===== src/rtl/serial_sub_datapath.sv =====
// serial_sub_datapath
// Bit-serial 16-bit subtractor: Diff = (A - B) mod 2^16, Borrow = (A < B).
// B is loaded from the switches by Load_B; Run samples the minuend A from the
// switches and starts a 16-cycle LSB-first subtraction.
//
// Start/done handshake: the operation request is the level of Run_h (~Run)
// sampled on a rising edge while IDLE. Busy is high for exactly the 16 edges
// that process bits. Done is then held until Run_h is sampled low, so one
// press of Run (however long) yields exactly one result. Diff_out/Borrow_out
// change only on the edge that enters DONE.
module serial_sub_datapath (
    input  logic        Clk,
    input  logic        Reset,
    input  logic        Load_B,
    input  logic        Run,
    input  logic [15:0] SW,
    output logic [15:0] B_out,
    output logic [15:0] Diff_out,
    output logic        Borrow_out,
    output logic        Busy,
    output logic        Done,
    output logic [1:0]  state_dbg
);

    typedef enum logic [1:0] {
        IDLE  = 2'd0,
        SHIFT = 2'd1,
        DONE  = 2'd2
    } state_t;

    state_t      state;

    // Active-high versions of the push buttons (already debounced and synchronous)
    logic        run_h;
    logic        loadb_h;

    // Datapath registers
    logic [15:0] a_sh;      // minuend, shifted right one bit per SHIFT edge
    logic [15:0] b_reg;     // user-visible subtrahend
    logic [15:0] b_sh;      // working copy of B consumed during SHIFT
    logic [15:0] diff_sh;   // difference being assembled, MSB-in
    logic [15:0] diff_reg;  // last completed difference
    logic        borrow_reg;
    logic        br;        // running borrow between bit positions
    logic [3:0]  cnt;       // bit index of the bit processed on the next SHIFT edge

    // One-bit full subtractor on the current LSBs
    logic        bit_a;
    logic        bit_b;
    logic        bit_d;
    logic        br_next;
    logic [15:0] diff_next;
    logic        last_bit;

    // Button polarity inversion
    always_comb begin
        run_h   = ~Run;
        loadb_h = ~Load_B;
    end

    // Full-subtractor slice and next value of the difference shift register
    always_comb begin
        bit_a     = a_sh[0];
        bit_b     = b_sh[0];
        bit_d     = bit_a ^ bit_b ^ br;
        br_next   = (~bit_a & bit_b) | (~(bit_a ^ bit_b) & br);
        diff_next = {bit_d, diff_sh[15:1]};
        last_bit  = (cnt == 4'd15);
    end

    // Control FSM and all datapath state; results are written only on the final bit
    always_ff @(posedge Clk or negedge Reset) begin
        if (!Reset) begin
            state      <= IDLE;
            a_sh       <= 16'h0000;
            b_reg      <= 16'h0000;
            b_sh       <= 16'h0000;
            diff_sh    <= 16'h0000;
            diff_reg   <= 16'h0000;
            borrow_reg <= 1'b0;
            br         <= 1'b0;
            cnt        <= 4'd0;
        end else begin
            case (state)
                IDLE: begin
                    if (run_h) begin
                        // Run has priority: a simultaneous Load_B is dropped,
                        // so the subtraction uses the B already held.
                        a_sh  <= SW;
                        b_sh  <= b_reg;
                        br    <= 1'b0;
                        cnt   <= 4'd0;
                        state <= SHIFT;
                    end else if (loadb_h) begin
                        b_reg <= SW;
                    end
                end

                SHIFT: begin
                    // Buttons are ignored here; B and the outputs stay frozen.
                    diff_sh <= diff_next;
                    a_sh    <= {1'b0, a_sh[15:1]};
                    b_sh    <= {1'b0, b_sh[15:1]};
                    br      <= br_next;
                    cnt     <= cnt + 4'd1;  // wraps to 0 after the last bit
                    if (last_bit) begin
                        diff_reg   <= diff_next;
                        borrow_reg <= br_next;
                        state      <= DONE;
                    end
                end

                DONE: begin
                    if (loadb_h) begin
                        b_reg <= SW;
                    end
                    // Stay here while Run is held so a long press cannot restart.
                    if (!run_h) begin
                        state <= IDLE;
                    end
                end

                default: begin
                    state <= IDLE;
                end
            endcase
        end
    end

    // Status decode straight from the state; Busy and Done are mutually exclusive
    always_comb begin
        Busy       = (state == SHIFT);
        Done       = (state == DONE);
        state_dbg  = state;
        B_out      = b_reg;
        Diff_out   = diff_reg;
        Borrow_out = borrow_reg;
    end

endmodule


===== config.mk =====
export PLATFORM = sky130hd
export DESIGN_NAME = serial_sub_datapath
export DESIGN_NICKNAME = d
export VERILOG_FILES = /design/src/rtl/serial_sub_datapath.sv
export SDC_FILE = /design/constraint.sdc
export NUM_CORES = 1
export LEC_CHECK = 0
export CAP_MARGIN = 10
export CORE_MARGIN = 3
export CORE_UTILIZATION = 56
export CTS_BUF_LIST = sky130_fd_sc_hd__clkbuf_4 sky130_fd_sc_hd__clkbuf_8
export DETAILED_ROUTE_END_ITERATION = 8
export MAX_ROUTING_LAYER = met4
export PLACE_DENSITY = 0.79
export SLEW_MARGIN = 10
export SYNTH_ARGS = -nofsm -noshare
export SYNTH_HDL_FRONTEND = slang
export SYNTH_SLANG_ARGS = --single-unit
export TNS_END_PERCENT = 20

===== constraint.sdc =====
create_clock -name Clk -period 2 [get_ports Clk]
set_input_delay 0.2 -clock Clk [delete_from_list [all_inputs] [get_ports Clk]]
set_output_delay 0.2 -clock Clk [all_outputs]
set_load 0.01 [all_outputs]

# Yosys cells after proc, flatten, opt, wreduce, memory -nomap -nowiden
# Index checks and enable logic that the tools add are counted.
[word_totals]
memories = 0
reg_bits = 88
wordCells = 46
romBits = 0
latch_bits = 0
mem_bits_rw = 0
output_inout_bits = 37
[classes]
n_reduce_logical = 7
addsub = 1
div = 0
n_shift = 0
muxes = 15
bitwise_logic = 7
n_lt_le_gt_ge = 0
multipliers = 0
n_eq_ne = 7
[ops]
columns = ["operator", "count"]
rows = [
  ["16-bit case mux with 2 select lines", 3],
  ["16-bit 2-to-1 mux", 4],
  ["4-bit case mux with 2 select lines", 1],
  ["2-bit 2-to-1 mux", 3],
  ["2-bit inequality test (second input constant)", 3],
  ["2-bit case mux with 3 select lines", 1],
  ["2-bit AND reduction", 3],
  ["4-bit by 1-bit adder with 4-bit output (second input constant)", 1],
  ["4-bit == test (second input constant)", 1],
  ["4-bit 2-to-1 mux", 1],
  ["2-bit nonzero test", 2],
  ["3-bit AND reduction", 1],
  ["1-bit AND", 2],
  ["2-bit by 1-bit == test with 1-bit output (second input constant)", 1],
  ["2-bit == test (second input constant)", 1],
  ["2-bit logical NOT", 1],
  ["2-bit by 1-bit inequality test with 1-bit output (second input constant)", 1],
  ["1-bit NOT", 2],
  ["1-bit case mux with 2 select lines", 1],
  ["1-bit bitwise XOR", 2],
  ["1-bit 2-to-1 mux", 1],
  ["1-bit OR", 1],
]

# Depth between registers and ports, before layout
# Gate-level depths: netlist of run 1.
[depth]
depth_word = 5
mapped_depth = 7
depth_no_buf = 4

# Worst setup path after synthesis of run 1
# OpenSTA, ideal clock, no wires.
[synth_timing]
path_type = "register -> register"
from = "register state[1] (netlist: state_dbg[1])"
to = "register diff_reg[10] (netlist: Diff_out[10])"
arrival_time_ns = 1.480
path_stages_with_launch = 6
slack_ns = 0.395
required_time_ns = 1.875
cell_sequence = "dfrtp_1 nand2b_1 buf_2 nor2_4 buf_4 mux2_2"
[synth_between]
elab_chain_cells = 2
[synth_lines]
columns = ["item", "line", "rtl"]
rows = [
  ["start, declared", "31", "state_t state;"],
  ["start signal, assigned", "74", "state <= IDLE;"],
  ["start signal, assigned", "93", "state <= SHIFT;"],
  ["start signal, assigned", "109", "state <= DONE;"],
  ["2-bit by 1-bit == test with 1-bit output", "84", "case (state)"],
  ["2-bit AND reduction (no source line)", "-", ""],
  ["end signal, assigned", "107", "diff_reg <= diff_next;"],
  ["end, declared", "42", "logic [15:0] diff_reg;"],
]
# No other way between the ends.
# A chain may end at the register's enable or synchronous reset.

# Worst setup path in the final report of run 1
[layout_timing]
from = "register state[1] (netlist: state_dbg[1])"
to = "output Busy"
[layout_between]
elab_chain_cells = 1
[layout_lines]
columns = ["item", "line", "rtl"]
rows = [
  ["2-bit by 1-bit == test with 1-bit output", "132", "Busy = (state == SHIFT);"],
  ["end, declared", "20", "output logic Busy,"],
]
# No other way between the ends.

==> reports/metrics.yaml, run 1 <==
floorplanning:
  dieHeight_um: 87.4
  core_sq_um: 6390
  fp-row-count: 29
  initial_core_util_pct: 58.2
  die-width_um: 87.4
  num_io_pins: 57
  dieArea_sq_um: 7650
global_routing:
  grt_max_degree: 47
  grt_antenna_before_repair: 0
  overflow: 0
  grt_pass1_wl_um: 12100
  track_usage_pct: 21.1
  grt_pass1_vias: 2512
logic_synthesis:
  synth-edff-count: 0
  synth_xor_area_share_pct: 0.236
  yosysWarningCount: 0
  async_flop_share_pct: 100
  syn-num-nets: 333
  syn_area_sq_um: 3710
  ys_seq_area_share_pct: 58.6
  synthMuxAreaShare_pct: 19.1
  postSynthCellCount: 311
  synth_fa_ha_area_share_pct: 0.876
  yosys_register_bits: 87
  synth_cell_types: 33
  synth_compound_area_share_pct: 10.3
  synth_top_family_by_area: "multiplexers"
  avgSynthCellArea_sq_um: 11.9
  synthSimpleGateAreaFrac_pct: 6.90
  ys.flop_type: "dfrtp_1"
setup_path:
  start_kind: "register"
  path_class: "register to primary output"
  crit_arrival_ps: 1670
  reg2regPathDepth: 5
  rr_endpoint: "Diff_out[13]"
  r2r_start: "cnt[0]"
  path_max_fanout: 6
  rrSetupSlack_ps: 350
  cp.required_ps: 1800
  endpoint_kind: "primary output"
timing:
  finalMaxSlewViolations: 0
  setup_viol: 0
  min_period_over_period_pct: 93.3
  relSlewSlack_pct: 61.7
  period_minus_slack_ps: 1870
  finalHoldViolations: 0
  rsz0062_at_grt: "no"
  setup_tns_ps: 0
  fmax_ghz: 0.536
  fin_skew_ps: 13.4
  worst_slew_pin_slew_ps: 575
drt:
  via_per_inst: 5.60
  drt_iter0_drc: 191
  wl_met3_um: 304
  met2_length_um: 3360
  num_vias: 2524
  wl_um: 7100
  wl_per_cell_um: 15.7
  dr.pass1.iters: 4
  drc_errors: 0
  wl_met1_um: 3330
  top_layer: "met4"
  antenna_left: 0
status:
  status: "complete, no violations"
worst_hold_path:
  hp-class: "input port to asynchronous set/reset pin"
clock_tree:
  clk_latency_ps: 350
  cts_tree: "done"
  root_buffer: "clkbuf_8"
  path_clk_slew_ps: 90
  numCtsBuffers: 9
  clock_tree.buffer_depth: 2
  clock_sinks: 87
  cts_max_level: 3
power:
  p_per_area_nw_per_um2: 1570
  p_total_mw: 7.21
  switching_share_pct: 34.7
  switching_power_mw: 2.50
  peakVddDrop_mv: 0.752
  p_clk_share_pct: 17.1
  pwr-share-seq_pct: 42.0
  combPwrFrac_pct: 40.9
  p_leak_nw: 2.24
  intPower_mw: 4.71
job:
  maxCapViolCount: 0
finish:
  drive_gt1_share_pct: 17.9
  n_antenna_cell: 0
  nets: 391
  final_cell_mix: "dfrtp_1, o21ai_0, clkdlybuf4s50_1"
  syn_to_final_growth_pct: 23.6
  final_common_cell: "dfrtp_1"
place:
  io_buffers: 56
  routabilityCongestion: 0.757
  detailed_place_hpwl_um: 4690
cells in the mapped netlist, types with 2 or more instances:
library cell,instances,area [sq um]
nor2_1,2,7.51
nand2_1,48,180
mux2i_1,31,310
buf_6,2,22.5
inv_1,4,15.0
o21ai_0,63,315
mux2_2,22,248
a22oi_1,2,15.0
nand3_1,2,10.0
a22o_1,2,17.5
mux2_4,10,150
buf_4,4,30.0
dfrtp_1,87,2180
buf_2,4,20.0
clkbuf_1,10,37.5
final cells by class:
class / instances / area (sq um)
Clock buffer: 9 / 124
Clock inverter: 7 / 80.1
Fill cell: 463 / 1790
Inverter: 5 / 18.8
Multi-Input combinational cell: 198 / 1390
Sequential cell: 87 / 2180
Tap cell: 77 / 96.3
Timing Repair Buffer: 68 / 701
power by group through the flow:
stage / Sequential [mW] / Combinational (mW) / Clock, mW
floorplan: 3.07 / 1.73 / 0
global placement: 3.01 / 2.86 / 0
detailed placement: 3.05 / 2.96 / 0
CTS: 3.03 / 2.98 / 1.26
global route: 3.13 / 3.26 / 1.35
finish: 3.03 / 2.95 / 1.23
logic make-up (layout without fill, tap and decap cells):
logic type,after synthesis,after routing
fa+ha+maj,2,2
flops,87,87
simple gates,60,60
xor+xnor,1,1
mux,63,63
buf+inv,26,89
compound gates,72,72
worst max-delay path by stage:
stage / end / slack, ps / startpoint / cells past startpoint
final: Busy / 130 / state_dbg[1] / 3
after global routing: Busy / 20 / state_dbg[1] / 3
after CTS: Busy / 40 / state_dbg[0] / 3
after detailed placement: b_sh[6] / 160 / Run / 5
after global placement: B_out[8] / 210 / Run / 5
after floorplan: Diff_out[10] / 400 / state_dbg[1] / 5
repair_timing:
| item | 4_1_cts | 5_1_grt |
|---|---|---|
| hold buffers | 1 | 0 |
| setup buffers | 0 | 0 |
| gates resized for setup | 1 | 2 |
| setup endpoints to repair | 1 | 2 |
| endpoints found under the hold margin | 45 | 0 |
sequential cells by signal (all words and copies together) (netlist names):
register / count
Borrow_out: 1
Diff_out: 16
b_sh: 16
cnt: 4
br: 1
diff_sh: 15
a_sh: 16
state_dbg: 2
B_out: 16
metal layers:
| layer | vias up | global-route usage (%) |
|---|---|---|
| met5 | - | - |
| met4 | 0 | 8.51 |
| met3 | 11 | 3.97 |
| met2 | 62 | 30.1 |
| met1 | 1259 | 30.0 |
| li1 | 1192 | - |
critical path, cell delays in order, from the launching register on:
cell and delay [ps]:
dfrtp_1 390, nand2b_2 250, inv_2 140, clkdlybuf4s50_1 540
through the flow:
| stage | util, % | hold slack [ps] | setup slack (ps) | cells | instance area (sq um) |
|---|---|---|---|---|---|
| after global routing | 71.9 | 437 | 22.8 | 451 | 4590 |
| after detailed placement | 68.5 | 240 | 161 | 434 | 4370 |
| after global placement | 68.5 | 236 | 210 | 434 | 4370 |
| final | 71.9 | 390 | 133 | 451 | 4590 |
| after floorplan | - | -95.6 | 395 | 311 | 3710 |
| after CTS | 71.8 | 398 | 39.0 | 451 | 4590 |
Power figures use the tool's default switching activity.
==> inputs of run 2 (changes only) <==
SKIP_LAST_GASP = 1   (was default)
==> run 2 against run 1 <==
- die area is the same
- maximum frequency shrank 0.14%
- sequential share of layout area is essentially flat
- core utilization is essentially flat
- clock skew is essentially flat
- largest power group unchanged
- total power is essentially flat
- largest cell class unchanged
- via count shrank 0.24%
==> reports/metrics.yaml, run 2 (synthesized netlist as in run 1, its figures left out) <==
status:
  status: "complete, no violations"
place:
  io_buffers: 56
  routabilityCongestion: 0.757
  detailed_place_hpwl_um: 4690
  pre_cts_slack_ps: 161
timing:
  fmax_ghz: 0.535
  fin_skew_ps: 13.4
  relSlewSlack_pct: 61.6
  finalMaxSlewViolations: 0
  worst_slew_pin_slew_ps: 575
  finalHoldViolations: 0
  setup_ws_ps: 131
  period_minus_slack_ps: 1870
  rsz0062_at_grt: "yes"
  min_period_over_period_pct: 93.5
  setup_viol: 0
finish:
  syn_to_final_growth_pct: 23.5
  n_antenna_cell: 0
  final_common_cell: "dfrtp_1"
  final_cell_mix: "dfrtp_1, o21ai_0, clkdlybuf4s50_1"
  fin_util_pct: 71.9
  nets: 391
  drive_gt1_share_pct: 17.6
power:
  p_leak_nw: 2.24
  peakVddDrop_mv: 0.753
  p_total_mw: 7.21
  p_per_area_nw_per_um2: 1570
clock_tree:
  numCtsBuffers: 9
  clk_latency_ps: 350
  cts_tree: "done"
  clock_tree.buffer_depth: 2
  cts_max_level: 3
  post_cts_buffers: 0
  path_clk_slew_ps: 90
  root_buffer: "clkbuf_8"
  clock_sinks: 87
drt:
  wl_per_cell_um: 15.7
  top_layer: "met4"
  antenna_left: 0
  dr.pass1.iters: 4
  via_per_inst: 5.58
  num_vias: 2518
  wl_met3_um: 261
  drt_iter0_drc: 191
  met2_length_um: 3350
  drc_errors: 0
  wl_met1_um: 3370
  wl_um: 7080
setup_path:
  crit_arrival_ps: 1670
  cp.buffers_inverters: 2
  crit_family: "buffers and inverters"
  cp.required_ps: 1800
  start_kind: "register"
  endpoint_kind: "primary output"
  crit_path_cell_trace: "buf_4, nor2b_1, clkdlybuf4s50_1"
  slowest_delay_ps: 560
  cp_slowest_cell: "clkdlybuf4s50_1"
  path_class: "register to primary output"
  path_max_fanout: 18
global_routing:
  grt_max_degree: 47
  overflow: 0
  grt_pass1_vias: 2512
  track_usage_pct: 21.1
  grt_antenna_before_repair: 0
  grt_pass1_wl_um: 12100
floorplanning:
  num_io_pins: 57
  dieArea_sq_um: 7650
  die-width_um: 87.4
  fp-row-count: 29
  dieHeight_um: 87.4
  core_sq_um: 6390
  initial_core_util_pct: 58.2
job:
  maxCapViolCount: 0
worst_hold_path:
  hp-class: "input port to asynchronous set/reset pin"
## run 2: path summary, 6_finish.rpt
| kind | end | slack, ps | from | depth (start not counted) |
|---|---|---|---|---|
| max reg2reg | Diff_out[13] | 350 | cnt[0] | 5 |
| min in group Clk | B_out[10] | 490 | SW[10] | 2 |
| max in group asynchronous | b_sh[9] | 990 | Reset | 3 |
| min | Diff_out[4] | 390 | Reset | 2 |
| min reg2reg | diff_sh[7] | 500 | diff_sh[8] | 2 |
| max | Done | 130 | state_dbg[1] | 3 |
## run 2: worst register-to-register path, delay by kind of cell, from the launching register on
family                     cells  cell delay, ps
adders and majority gates      1             240
DFF                            1             420
and+or+nand+nor                2             370
muxes                          1             340
buffers and inverters          1             180
## run 2: what timing repair did
| action | CTS | global route |
|---|---|---|
| resized for setup | 1 | 1 |
| hold buffers | 1 | 0 |
| endpoints found under the hold margin | 45 | 0 |
| endpoints found under the setup margin | 1 | 2 |
## run 2: report_power, final
part / total (mW) / switching (mW) / internal, mW
combinational: 2.95 / 1.35 / 1.60
clock: 1.23 / 0.645 / 0.590
sequential: 3.02 / 0.503 / 2.52
## run 2: stage by stage
stage | area, sq um | std cells | setup TNS (ps) | hold WS (ps)
floorplan | 3710 | 311 | 0 | -95.6
global placement | 4370 | 434 | 0 | 236
detailed placement | 4370 | 434 | 0 | 240
CTS | 4590 | 451 | 0 | 398
global route | 4590 | 451 | -13.7 | 437
finish | 4590 | 451 | 0 | 390
## run 2: cell type report
type | instances | area [sq um]
fill | 461 | 1800
timing repair buffer | 68 | 701
tap | 77 | 96.3
sequential | 87 | 2180
inverter | 5 | 18.8
clock buffer | 9 | 124
clock inverter | 7 | 80.1
multi-input combinational | 198 | 1390
## run 2: metal layers
metal  vias up  track usage (%)
met2        56             30.1
met4         0             8.51
li1       1193                -
met1      1260             30.0
met5         -                -
met3         9             3.97
